### config.mk
export PLATFORM = sky130hd
export DESIGN_NAME = reg_file_param
export DESIGN_NICKNAME = d
export VERILOG_FILES = /design/src/rtl/reg_file_param.sv
export SDC_FILE = /design/constraint.sdc
export NUM_CORES = 1
export LEC_CHECK = 0
export BUFFER_PORTS_ARGS = -buffer_cell sky130_fd_sc_hd__buf_2
export CAP_MARGIN = 20
export CORE_UTILIZATION = 35
export CTS_BUF_LIST = sky130_fd_sc_hd__clkbuf_8
export CTS_CLUSTER_SIZE = 40
export DETAILED_ROUTE_END_ITERATION = 7
export PLACE_DENSITY = 0.61
export SLEW_MARGIN = 20
export SYNTH_ARGS = -nofsm -noshare
export SYNTH_HDL_FRONTEND = slang
export SYNTH_SLANG_ARGS = --single-unit
### constraint.sdc
create_clock -name i_clk -period 2.5 [get_ports i_clk]
set_clock_uncertainty 0.15 [all_clocks]
set_input_delay 0.5 -clock i_clk [delete_from_list [all_inputs] [get_ports i_clk]]
set_output_delay 0.5 -clock i_clk [all_outputs]
set_load 0.03 [all_outputs]
### src/rtl/reg_file_param.sv
// Parametrised DEPTH x DATA_W register file: two combinational read ports, one write port,
// and a one-entry-per-cycle bulk-clear sweep. Optional write-through forwarding under `RF_BYPASS_EN.
module reg_file_param #(
   parameter int DATA_W   = 16,
   parameter int ADDR_W   = 4,
   parameter int ZERO_REG = 0
) (
   input  logic              i_clk,
   input  logic              i_rst_n,
   input  logic              i_wr_en,
   input  logic [ADDR_W-1:0] i_wr_addr,
   input  logic [DATA_W-1:0] i_wr_data,
   input  logic [ADDR_W-1:0] i_rd_addr1,
   input  logic [ADDR_W-1:0] i_rd_addr2,
   output logic [DATA_W-1:0] o_rd_data1,
   output logic [DATA_W-1:0] o_rd_data2,
   input  logic              i_clr_req,
   output logic              o_busy,
   output logic              o_clr_done,
   output logic              o_dbg_state,
   output logic [ADDR_W-1:0] o_dbg_ptr
);

   localparam int DEPTH = 2 ** ADDR_W;

   typedef enum logic {S_IDLE = 1'b0, S_CLEAR = 1'b1} state_t;

   state_t            r_state;
   state_t            w_next_state;
   logic [ADDR_W-1:0] r_ptr;
   logic              r_done;
   logic              w_wr_fire;
   logic              w_sweep_last;
   logic [DATA_W-1:0] w_ent [DEPTH];
   logic [DATA_W-1:0] w_rd1;
   logic [DATA_W-1:0] w_rd2;

   assign w_wr_fire    = i_wr_en && (r_state == S_IDLE);
   assign w_sweep_last = (r_state == S_CLEAR) && (r_ptr == '1);

   always_ff @(posedge i_clk or negedge i_rst_n) begin
      if (!i_rst_n) begin
         r_state <= S_IDLE;
         r_ptr   <= '0;
         r_done  <= 1'b0;
      end else begin
         r_state <= w_next_state;
         r_done  <= w_sweep_last;
         if (r_state == S_CLEAR) begin
            r_ptr <= r_ptr + 1'b1;
         end
      end
   end

   always_comb begin
      w_next_state = r_state;
      case (r_state)
         S_IDLE:  if (i_clr_req) w_next_state = S_CLEAR;
         S_CLEAR: if (w_sweep_last) w_next_state = S_IDLE;
         default: w_next_state = S_IDLE;
      endcase
   end

   // Entry 0 has no flop when ZERO_REG is set; the sweep still spends a cycle on it.
   for (genvar gi = 0; gi < DEPTH; gi++) begin : g_ent
      if (ZERO_REG != 0 && gi == 0) begin : g_zero
         assign w_ent[gi] = '0;
      end else begin : g_reg
         logic [DATA_W-1:0] r_q;
         always_ff @(posedge i_clk or negedge i_rst_n) begin
            if (!i_rst_n) begin
               r_q <= '0;
            end else if ((r_state == S_CLEAR) && (r_ptr == ADDR_W'(gi))) begin
               r_q <= '0;
            end else if (w_wr_fire && (i_wr_addr == ADDR_W'(gi))) begin
               r_q <= i_wr_data;
            end
         end
         assign w_ent[gi] = r_q;
      end
   end

`ifdef RF_BYPASS_EN
   logic w_zero_a1;
   logic w_zero_a2;
   assign w_zero_a1 = (ZERO_REG != 0) && (i_rd_addr1 == '0);
   assign w_zero_a2 = (ZERO_REG != 0) && (i_rd_addr2 == '0);
`endif

   always_comb begin
      w_rd1 = w_ent[i_rd_addr1];
      w_rd2 = w_ent[i_rd_addr2];
`ifdef RF_BYPASS_EN
      if (w_wr_fire && (i_rd_addr1 == i_wr_addr) && !w_zero_a1) w_rd1 = i_wr_data;
      if (w_wr_fire && (i_rd_addr2 == i_wr_addr) && !w_zero_a2) w_rd2 = i_wr_data;
`endif
   end

   assign o_rd_data1  = w_rd1;
   assign o_rd_data2  = w_rd2;
   assign o_busy      = (r_state == S_CLEAR);
   assign o_clr_done  = r_done;
   assign o_dbg_state = r_state;
   assign o_dbg_ptr   = r_ptr;

endmodule

### After elaboration in Yosys (flattened, before gate mapping)

Cells that the tools add are included.
W data, S select, Z words.

* register bits after elaboration: 262
* input port bits: 32
* logic and storage cells: 147

* add/subtract/negate cells: 1
* magnitude comparators: 2
* equality and inequality tests: 30
* mux-type cells: 41
* bitwise gates (word level): 3
* reduce and logical (&&, ||, !) cells: 51

Operators with widths (number)
* $mux W16: 36
* $bmux W16 S4: 2
* $eq A4 B4 Y1 const B: 16
* $logic_and A1 B1 Y1: 33
* $eq A4 B3 Y1 const B: 8
* $reduce_bool A2 Y1: 16
* $eq A4 B2 Y1 const B: 4
* $ge A5 B5 Y1 const B: 2
* $not A4 Y5: 2
* $eq A4 B1 Y1 const B: 2
* $logic_not A4 Y1: 2
* $add A4 B1 Y4 const B: 1
* $mux W1: 2
* $pmux W1 S2: 1
* $not A1 Y1: 1

### Logic depth before layout (Yosys ltp)

Gate-level depths: netlist of run 1.

* word-level depth: 5
* gate-level depth with buffers: 6

### Worst setup path before layout of run 1

Ideal clock, no wire load.

* kind: input to output
* start: input i_rd_addr1[0]
* end: output o_rd_data1[10]
* arrival: 1.926 ns
* required time: 1.850 ns
* slack: -0.076 ns
* stages on the path: 5
* path buffers: 2
* path through: buf_2 > buf_2 > mux4_2 > a22oi_1 > nand2_1

* word-level cells in the longest chain between the ends: 4

Ends and longest elaborated chain
* from (decl): RTL line 13 `input logic [ADDR_W-1:0] i_rd_addr1,`
* $not A4 Y5 (not written as such): RTL line 91 `w_rd1 = w_ent[i_rd_addr1];`
* $bmux W16 S4: RTL line 91
* $mux W16 (not written as such) (2 in series): RTL line 91
* to (decl): RTL line 15 `output logic [DATA_W-1:0] o_rd_data1,`

No other way between the ends. The select of a mux whose other input is x is not followed.

### Final worst setup path of run 1

* start: register g_ent[3].g_reg.r_q[3]
* end: output o_rd_data1[3]

* word-level cells in the longest chain between the ends: 3

Ends and longest elaborated chain
* from (decl): RTL line 69 `logic [DATA_W-1:0] r_q;`
* from (signal assigned): RTL line 76 `r_q <= i_wr_data;`
* $bmux W16 S4: RTL line 91
* $mux W16 (not written as such) (2 in series): RTL line 91

No other way between the ends. The select of a mux whose other input is x is not followed.

==> results of run 1 <==
where the power goes:
group	total, W	switching [W]	internal, W
Sequential	0.00590	0.000768	0.00513
Combinational	0.00450	0.00231	0.00219
Clock	0.00408	0.00182	0.00227
Total	0.0145	0.00490	0.00959
what timing repair did:
| item | 4_1_cts | 5_1_grt |
|---|---|---|
| endpoints found under the setup margin | 32 | 32 |
| setup buffers | 16 | 7 |
| hold endpoints to repair | 65 | 0 |
| gates cloned | 3 | 0 |
| gates resized for setup | 130 | 17 |
| hold buffers | 2 | 0 |
| pin swaps | 59 | 7 |
layout make-up:
cell class | instances | area, um2
Fill cell | 3438 | 20800
Multi-Input combinational cell | 563 | 6700
Sequential cell | 262 | 6560
Timing Repair Buffer | 207 | 2000
Clock buffer | 58 | 798
Tap cell | 511 | 639
Clock inverter | 18 | 130
Inverter | 3 | 11.3
state kept, by name, summed over array words and instances (netlist names):
signal,cells
o_dbg_ptr,4
g_ent.g_reg.r_q,256
o_clr_done,1
o_busy,1
path summary, 6_finish.rpt:
check	from	endpoint	slack, ps
min	i_wr_data[2]	g_ent[15].g_reg.r_q[2]	240
max in group asynchronous	i_rst_n	g_ent[5].g_reg.r_q[10]	1120
min reg2reg	g_ent[14].g_reg.r_q[0]	g_ent[14].g_reg.r_q[0]	360
min in group asynchronous	i_rst_n	g_ent[8].g_reg.r_q[0]	310
max	g_ent[3].g_reg.r_q[3]	o_rd_data1[3]	-190
max reg2reg	o_busy	g_ent[0].g_reg.r_q[6]	260
through the flow:
step | std cells | TNS, ps | setup WS, ps | hold slack [ps]
2_1_floorplan | 942 | 0 | 4.24 | 54.4
3_3_place_gp | 1520 | -6050 | -300 | 344
3_5_place_dp | 1520 | -6180 | -263 | 347
4_1_cts | 1615 | -3960 | -176 | 215
5_1_grt | 1622 | -4820 | -219 | 235
6_report | 1622 | -3460 | -187 | 235
cells in the final DEF (no fill, tap or decap), types with 3 or more instances in the layout:
cell and instances:
nand2_2 20, nor3_2 3, nor2_1 14, nor2b_1 6
a22oi_2 52, a21oi_1 3, a21oi_2 9, dfrtp_1 262
buf_2 33, buf_16 3, buf_4 107, clkbuf_8 58
buf_6 34, nor2_2 3, a22oi_1 12, buf_12 26
and4b_1 7, nand2_1 16, and4_1 3, nor4bb_1 5
inv_1 16, a22o_1 256, mux4_2 128, ha_1 4
cells by family (layout without fill, tap and decap cells):
group | count (synthesis) | in the layout | synth area share
XOR/XNOR | 3 | 3 | 0.00196
flip-flops | 262 | 262 | 0.490
buffers and inverters | 117 | 286 | 0.0371
multiplexers | 128 | 128 | 0.215
AO/OA/AOI/OAI | 337 | 337 | 0.211
adder cells (fa/ha/maj) | 4 | 4 | 0.00374
AND/OR/NAND/NOR | 91 | 91 | 0.0412
critical path, delay by kind of cell, from the launching register on:
family                 cells  cell delay [ps]
flip-flops                 1              400
AND/OR/NAND/NOR            1               60
buffers and inverters      2              310
multiplexers               1              490
AO/OA/AOI/OAI              1              200
cells in the mapped netlist:
cell         n  share of area
a21oi_1     12         0.0045
a21oi_2      1        0.00065
a22o_1     256           0.17
a22oi_1     64          0.036
a2bb2oi_1    2         0.0013
and2_1       3         0.0014
and4_1       3         0.0020
and4b_1      7         0.0052
and4bb_2     1        0.00093
buf_1       21         0.0059
buf_2       43          0.016
buf_4        1        0.00056
clkbuf_1    49          0.014
dfrtp_1    262           0.49
ha_1         4         0.0037
inv_1        3        0.00084
mux4_2     128           0.22
nand2_1     36          0.010
nand2b_1     2        0.00093
nand3_1      1        0.00037
nand4_1      1        0.00047
nand4b_1     1        0.00065
nand4bb_1    2         0.0017
nor2_1      14         0.0039
nor2_2       3         0.0014
nor2b_1      6         0.0028
nor3_2       3         0.0022
nor3_4       1         0.0012
nor4b_2      1         0.0011
nor4bb_1     5         0.0037
o21ai_0      1        0.00037
o32a_1       1        0.00075
or4b_4       1         0.0010
xnor2_1      2         0.0013
xor2_1       1        0.00065
layer usage:
metal | GRT usage | up-vias
met5 | 0 | -
met4 | 0.0927 | 2
met3 | 0.0760 | 136
met2 | 0.369 | 723
met1 | 0.335 | 5505
li1 | - | 4150
==> metrics.txt, run 1 <==
worst hold path class=input pin to flop; Die Wd=198 um; Worst slew margin=0.283; clk_lat worst skew=570 ps; synthesis-to-finish area growth=25.8%; initial antenna violation count=2; CP cell instances=mux4_2, a22oi_2, buf_4, nand2_2, buf_6; Worst path slowest cell=mux4_2; final period utilization=1.07; routed wl met2=21.0 mm; Final Core Density=0.447; fin crit period=2690 ps; Worst Setup End Kind=primary output; DP HPWL=29.2 mm; antenna-violating nets left=0; drt total wl=47.2 mm; pwr/cell area=860 nW/um2; r2r worst-path depth=4; status=finished, violations left; pin count of the biggest net entering global routing=71; Least-Margin Pin Slew=1070 ps; sequential area share after synthesis=0.490; M1 wire length=18.9 mm; row count=71; Mapped Nets=978; Worst EP arrival=2040 ps; I/O pin total=71; endpoints failing setup=32; total gr overflow=0; P_leak=7.51 nW; clock sinks=262; DRT iter0 DRCs=858; cts bufs inserted=43; RSZ-0062 raised after global routing=yes; Crit Path Max Fanout=3; first-pass GRT wire length=70.7 mm; vias in the first global route=10900; CP required=1850 ps; Mean Syn Cell Area=14.2 um2; total track usage=0.247; maximum capacitance violations=0; chip height=198 um; WL/cell=29.1 um; root buffer cell=clkbuf_8; failing checks=negative setup slack; max-slew violations=0; register bit total from synthesis=262; number of synthesis warnings=0; 1st-pass router iterations=5; total die area=39000 um2; post-DR vias/cell=6.48; Core ar.=37700 um2; CTS tree=yes; Worst-path clk slew=70 ps; final net count=1116; share of cells above drive strength 1=0.442; Max stage delay on crit path=490 ps; worst-case clock buffer depth=3; Pwr Total=0.0145 W; Peak VDD IR=0.698 mV; post-synth cell types=35; WL met3=5.75 mm; Cell Area, Placed=15100 um2; drt drc=0; Buffers on Ports=70; RD Place Congestion=0.861; Worst setup SP type=flop; Worst Setup Slack, final=-187 ps; Worst Hold Depth=2; Post-Syn Instances=942; WS Path Type=flop to primary output; Final Instance Area=16800 um2; antenna cells=0; Initial Util=0.355; H-tree levels=2; Top Metal Used=met5; via count=10500; Achievable Freq=372 MHz; final hold vios=0; Mapped Area=13400 um2
Power figures use the tool's default switching activity.
==> run 2, diff against run 1 <==
SKIP_LAST_GASP = 1   (was default)
==> run 2 against run 1 <==
The run still ends with negative setup slack left. Combinational power hardly changed. Clock-buffer cell count is the same. Register-to-register slack about the same. Clock power about the same. Non-clock buffer count grew 1. Hold slack lost 5.0 ps. Critical path type unchanged. Largest cell class unchanged.
==> metrics.txt, run 2 (synthesis results as in run 1) <==
RD Place Congestion=0.861 (unchanged); Worst-path clk slew=70 ps (about the same); row count=71 (unchanged); antenna cells=0 (unchanged); share of cells above drive strength 1=0.439 (-0.00310); worst-case clock buffer depth=3 (unchanged); r2r worst-path depth=5 (+1); most frequent cells in the layout=dfrtp_1, a22o_1, mux4_2, buf_4, clkbuf_8; Post-Layout Cell Count=1623 (+0.062%); register name with the most flops=g_ent.g_reg.r_q; Worst Setup Slack, final=-189 ps (-2.46 ps); root buffer cell=clkbuf_8; Worst EP arrival=2040 ps (about the same); 1st-pass router iterations=5 (unchanged); DRT iter0 DRCs=855 (-0.35%); Worst Setup End Kind=primary output; chip height=198 um (unchanged); Cell Area, Placed=15100 um2 (unchanged); Die Wd=198 um (unchanged); antenna-violating nets left=0 (unchanged); total gr overflow=0 (unchanged); Initial Util=0.355 (unchanged); Peak VDD IR=0.699 mV (about the same); via count=10500 (+0.23%); drt total wl=47.3 mm (+0.19%); Final Instance Area=16800 um2 (about the same); initial antenna violation count=2 (unchanged); CTS tree=yes; CP endpoint=o_rd_data2[0]; final net count=1117 (+0.090%); worst hold path class=input pin to flop; final hold slack=230 ps (-5.02 ps); clk_lat worst skew=570 ps (about the same); Max stage delay on crit path=500 ps (about the same); leading cell type in the layout, fill and taps excluded=dfrtp_1; I/O pin total=71 (unchanged); WS Path Type=flop to primary output; RSZ-0062 raised after global routing=yes; first-pass GRT wire length=70.7 mm (unchanged); cts bufs inserted=43 (unchanged); clock sinks=262 (unchanged); Achievable Freq=372 MHz (about the same); Worst slew margin=0.267 (-0.0166); vias in the first global route=10900 (unchanged); H-tree levels=2 (unchanged); CP required=1850 ps (about the same); Worst path slowest cell=mux4_2; total track usage=0.247 (unchanged); Placed Cells incl. Taps=1520 (unchanged); final period utilization=1.08 (about the same); pin count of the biggest net entering global routing=71 (unchanged); status=finished, violations left; WL/cell=29.2 um (+0.13%); final hold vios=0 (unchanged); Worst setup SP type=flop; Buffers on Ports=70 (unchanged); post-DR vias/cell=6.49 (+0.17%); maximum capacitance violations=0 (unchanged); Worst Hold Depth=2 (unchanged); pwr/cell area=860 nW/um2 (about the same); synthesis-to-finish area growth=25.7% (about the same); DP HPWL=29.2 mm (unchanged); crit path from=g_ent[3].g_reg.r_q[0]; worst r2r src=o_dbg_ptr[0]; number of flip-flops in the largest register=256 (unchanged); P_leak=7.52 nW (about the same); Crit Path Max Fanout=3 (unchanged); CP cell instances=mux4_2, a22oi_2, nand2_1, buf_6; flop2flop setup slack=250 ps (about the same); failing checks=negative setup slack; endpoints failing setup=32 (unchanged); fin crit period=2690 ps (+2.46 ps); Least-Margin Pin Slew=1100 ps (+24.8 ps); drt drc=0 (unchanged); worst r2r dst=g_ent[6].g_reg.r_q[3]; Core ar.=37700 um2 (unchanged); total die area=39000 um2 (unchanged); max-slew violations=0 (unchanged)
==> run 2: cell types whose count changed in the layout (fill, tap and decap cells not counted) <==
cell / before / now
a22oi_1: 12 / 13
a22oi_2: 52 / 51
buf_4: 107 / 108
nand2_1: 16 / 19
nand2_2: 20 / 17
==> run 2: final cells by class <==
type	count	area, um2
clock buffer	58	798
clock inverter	18	130
fill	3438	20800
inverter	3	11.3
multi-input combinational	563	6690
sequential	262	6560
tap	511	639
timing repair buffer	208	2010
==> run 2: stage by stage <==
step | worst slack, ps | TNS (ps) | util | total power, W
after floorplan | 4.24 | 0 | - | 0.00841
after global placement | -300 | -6050 | 0.401 | 0.00985
after detailed placement | -263 | -6180 | 0.401 | 0.00995
after CTS | -176 | -3980 | 0.444 | 0.0144
after global routing | -220 | -4880 | 0.447 | 0.0150
final | -189 | -3520 | 0.447 | 0.0145
==> run 2: worst min-delay path by stage <==
stage | start | end
2_1_floorplan | i_rst_n | g_ent[0].g_reg.r_q[0]
4_1_cts | i_wr_data[2] | g_ent[1].g_reg.r_q[2]
5_1_grt | i_wr_data[2] | g_ent[6].g_reg.r_q[2]
6_report | i_wr_data[2] | g_ent[15].g_reg.r_q[2]
3_5_place_dp | i_rst_n | g_ent[8].g_reg.r_q[0]
3_3_place_gp | g_ent[6].g_reg.r_q[3] | g_ent[6].g_reg.r_q[3]
==> run 2: timing repair <==
item | 4_1_cts | 5_1_grt
endpoints found under the hold margin | 65 | 0
setup buffers | 16 | 8
gates cloned | 3 | 0
hold buffers | 2 | 0
resized for setup | 129 | 14
setup endpoints to repair | 32 | 32
pin swaps | 59 | 9
==> run 2: critical path, delay by kind of cell, from the launching register on <==
kind / cells / cell delay [ps]
AO/OA/AOI/OAI: 1 / 240
buffers and inverters: 1 / 170
flip-flops: 1 / 390
multiplexers: 1 / 500
AND/OR/NAND/NOR: 1 / 140
==> run 2: where the power goes <==
group / switching, W / internal, W
clock: 0.00181 / 0.00227
sequential: 0.000770 / 0.00513
combinational: 0.00231 / 0.00219
==> run 2: layer usage <==
layer,part of all wire,vias up,GRT usage
met2,0.45,701,0.369
met4,0.031,2,0.0927
met5,0.00027,-,0
met3,0.12,124,0.0760
met1,0.40,5567,0.335
li1,-,4146,-
==> run 3, diff against run 2 <==
REMOVE_ABC_BUFFERS = 1   (was default)
==> run 3 against run 2 <==
The run still ends with negative setup slack left. Routed wire length decreased by 1.2%. Critical path depth unchanged. Sequential power about the same. Cell area increased by 0.85%. Via count decreased by 2.3%. Clock-buffer cell count decreased by 2. Hold slack improved by 15 ps. First-iteration DRC count increased by 21%. Power increased by 1.4%.
==> metrics.txt, run 3 (synthesis results as in run 1) <==
status=finished, violations left; failing checks=negative setup slack; GRT busiest layer=met2; pre-CTS setup slack=-431 ps (-169 ps); I/O pin total=71 (unchanged); Peak VDD IR=0.388 mV (-44%); pin count of the biggest net entering global routing=47 (-34%); post-DR vias/cell=6.29 (-3.1%); endpoints failing setup=29 (-9.4%); clock sinks=262 (unchanged); CTS tree=yes; 1st-pass router iterations=5 (unchanged); Buffers on Ports=70 (unchanged); Worst path slowest cell=mux4_2; CP cell instances=mux4_2, a22oi_2, nand2_2, buf_6; number of flip-flops in the largest register=256 (unchanged); Worst Setup Slack, final=-176 ps (+13.9 ps); worst-case clock buffer depth=3 (unchanged); row count=71 (unchanged); first-pass GRT wire length=69.8 mm (-1.3%); Die Wd=198 um (unchanged); Post-Layout Cell Count=1637 (+0.86%); CP top delay family=multiplexers; total track usage=0.245 (-0.00194); Crit Path Max Fanout=3 (unchanged); RSZ-0062 raised after global routing=yes; Worst Setup End Kind=primary output; Worst-path clk slew=70 ps (about the same); synthesis-to-finish area growth=26.8%; Buf/Inv on CP=1 (unchanged); clk_lat worst skew=560 ps (about the same); Worst slew margin=0.385 (+0.118); final hold vios=0 (unchanged); leading cell type in the layout, fill and taps excluded=dfrtp_1; DP HPWL=26.8 mm (-8.1%); WL/cell=28.6 um (-2.0%); chip height=198 um (unchanged); worst hold path class=input pin to flop; Initial Util=0.355 (unchanged); share of cells above drive strength 1=0.462 (+0.0234); final period utilization=1.07 (-0.00556); fin crit period=2680 ps (-13.9 ps); RD Place Congestion=0.818 (-5.0%); setup TNS=-2510 ps (+1010 ps); Max stage delay on crit path=470 ps (-30 ps); Least-Margin Pin Slew=920 ps (-179 ps); Core ar.=37700 um2 (unchanged); Final Core Density=0.451 (+0.00382); DRT iter0 DRCs=1037 (+21%); Worst setup SP type=flop; root buffer cell=clkbuf_8; pwr/cell area=864 nW/um2 (+0.51%); CP required=1850 ps (about the same); initial antenna violation count=4 (+2); drt drc=0 (unchanged); FILL cells=3311 (-3.7%); drt total wl=46.8 mm (-1.2%); Placed Cells incl. Taps=1504 (-1.1%); H-tree levels=2 (unchanged); WS Path Type=flop to primary output; antenna-violating nets left=0 (unchanged); register name with the most flops=g_ent.g_reg.r_q; final net count=1127 (+0.90%); P_leak=7.60 nW (+1.1%); total gr overflow=0 (unchanged); vias in the first global route=10700 (-1.3%); M2 GR Usage=0.403 (+0.0340); most frequent cells in the layout=dfrtp_1, a22o_1, mux4_2, buf_4, clkbuf_8; met3 usage=0.0683 (-0.00768); maximum capacitance violations=0 (unchanged); total die area=39000 um2 (unchanged); Worst EP arrival=2030 ps (about the same); cts bufs inserted=44 (+2.3%); Achievable Freq=374 MHz (+0.52%); max-slew violations=0 (unchanged); via count=10300 (-2.3%); met1 Usage GRT=0.297 (-0.0382); final hold slack=245 ps (+15.1 ps)
[run 3: changes by cell type in the layout (fill, tap and decap cells not counted), sizes merged]
cell	previous run	this run
clkbuf	58	56
inv	17	11
bufinv	2	3
clkinv	1	12
buf	206	214
bufbuf	0	1
diode	0	1
[run 3: routing by layer]
metal  vias up  part of all wire
met4         6             0.046
met1      5368              0.37
li1       4175                 -
met3       164             0.095
met2       586              0.49
met5         -           0.00075
[run 3: what timing repair did]
action | CTS | global route
pin swaps | 53 | 12
gates resized for setup | 136 | 13
endpoints found under the setup margin | 32 | 32
gates cloned | 4 | 0
hold buffers | 2 | 0
buffers inserted | 34 | 13
hold endpoints to repair | 40 | 0
[run 3: through the flow]
stage | total power (W) | instance area (um2)
6_report | 0.0147 | 17000
5_1_grt | 0.0152 | 17000
4_1_cts | 0.0146 | 16800
3_5_place_dp | 0.00991 | 14900
3_3_place_gp | 0.00981 | 14900
2_1_floorplan | 0.00816 | 12900
[run 3: where the power goes]
part | switching [W] | internal (W) | total [W]
combinational | 0.00233 | 0.00223 | 0.00456
clock | 0.00189 | 0.00235 | 0.00424
sequential | 0.000751 | 0.00513 | 0.00588
[run 3: cell type report]
| class | instances | area (um2) | area share |
|---|---|---|---|
| clock inverter | 24 | 204 | 0.0120 |
| antenna | 1 | 2.50 | 0.000147 |
| multi-input combinational | 563 | 6740 | 0.397 |
| inverter | 3 | 11.3 | 0.000663 |
| clock buffer | 56 | 771 | 0.0454 |
| timing repair buffer | 217 | 2050 | 0.121 |
| sequential | 262 | 6560 | 0.386 |
| tap | 511 | 639 | 0.0377 |
[run 3: worst paths after layout]
kind / start / end / slack, ps / cells past startpoint
setup / recovery: g_ent[0].g_reg.r_q[12] / o_rd_data1[12] / -180 / 4
hold / removal: i_wr_data[11] / g_ent[13].g_reg.r_q[11] / 250 / 2
setup reg to reg: o_busy / g_ent[12].g_reg.r_q[3] / 400 / 5
hold reg to reg: g_ent[14].g_reg.r_q[8] / g_ent[14].g_reg.r_q[8] / 370 / 1
max in group asynchronous: i_rst_n / g_ent[12].g_reg.r_q[15] / 1290 / 3
min in group asynchronous: i_rst_n / g_ent[4].g_reg.r_q[12] / 290 / 2
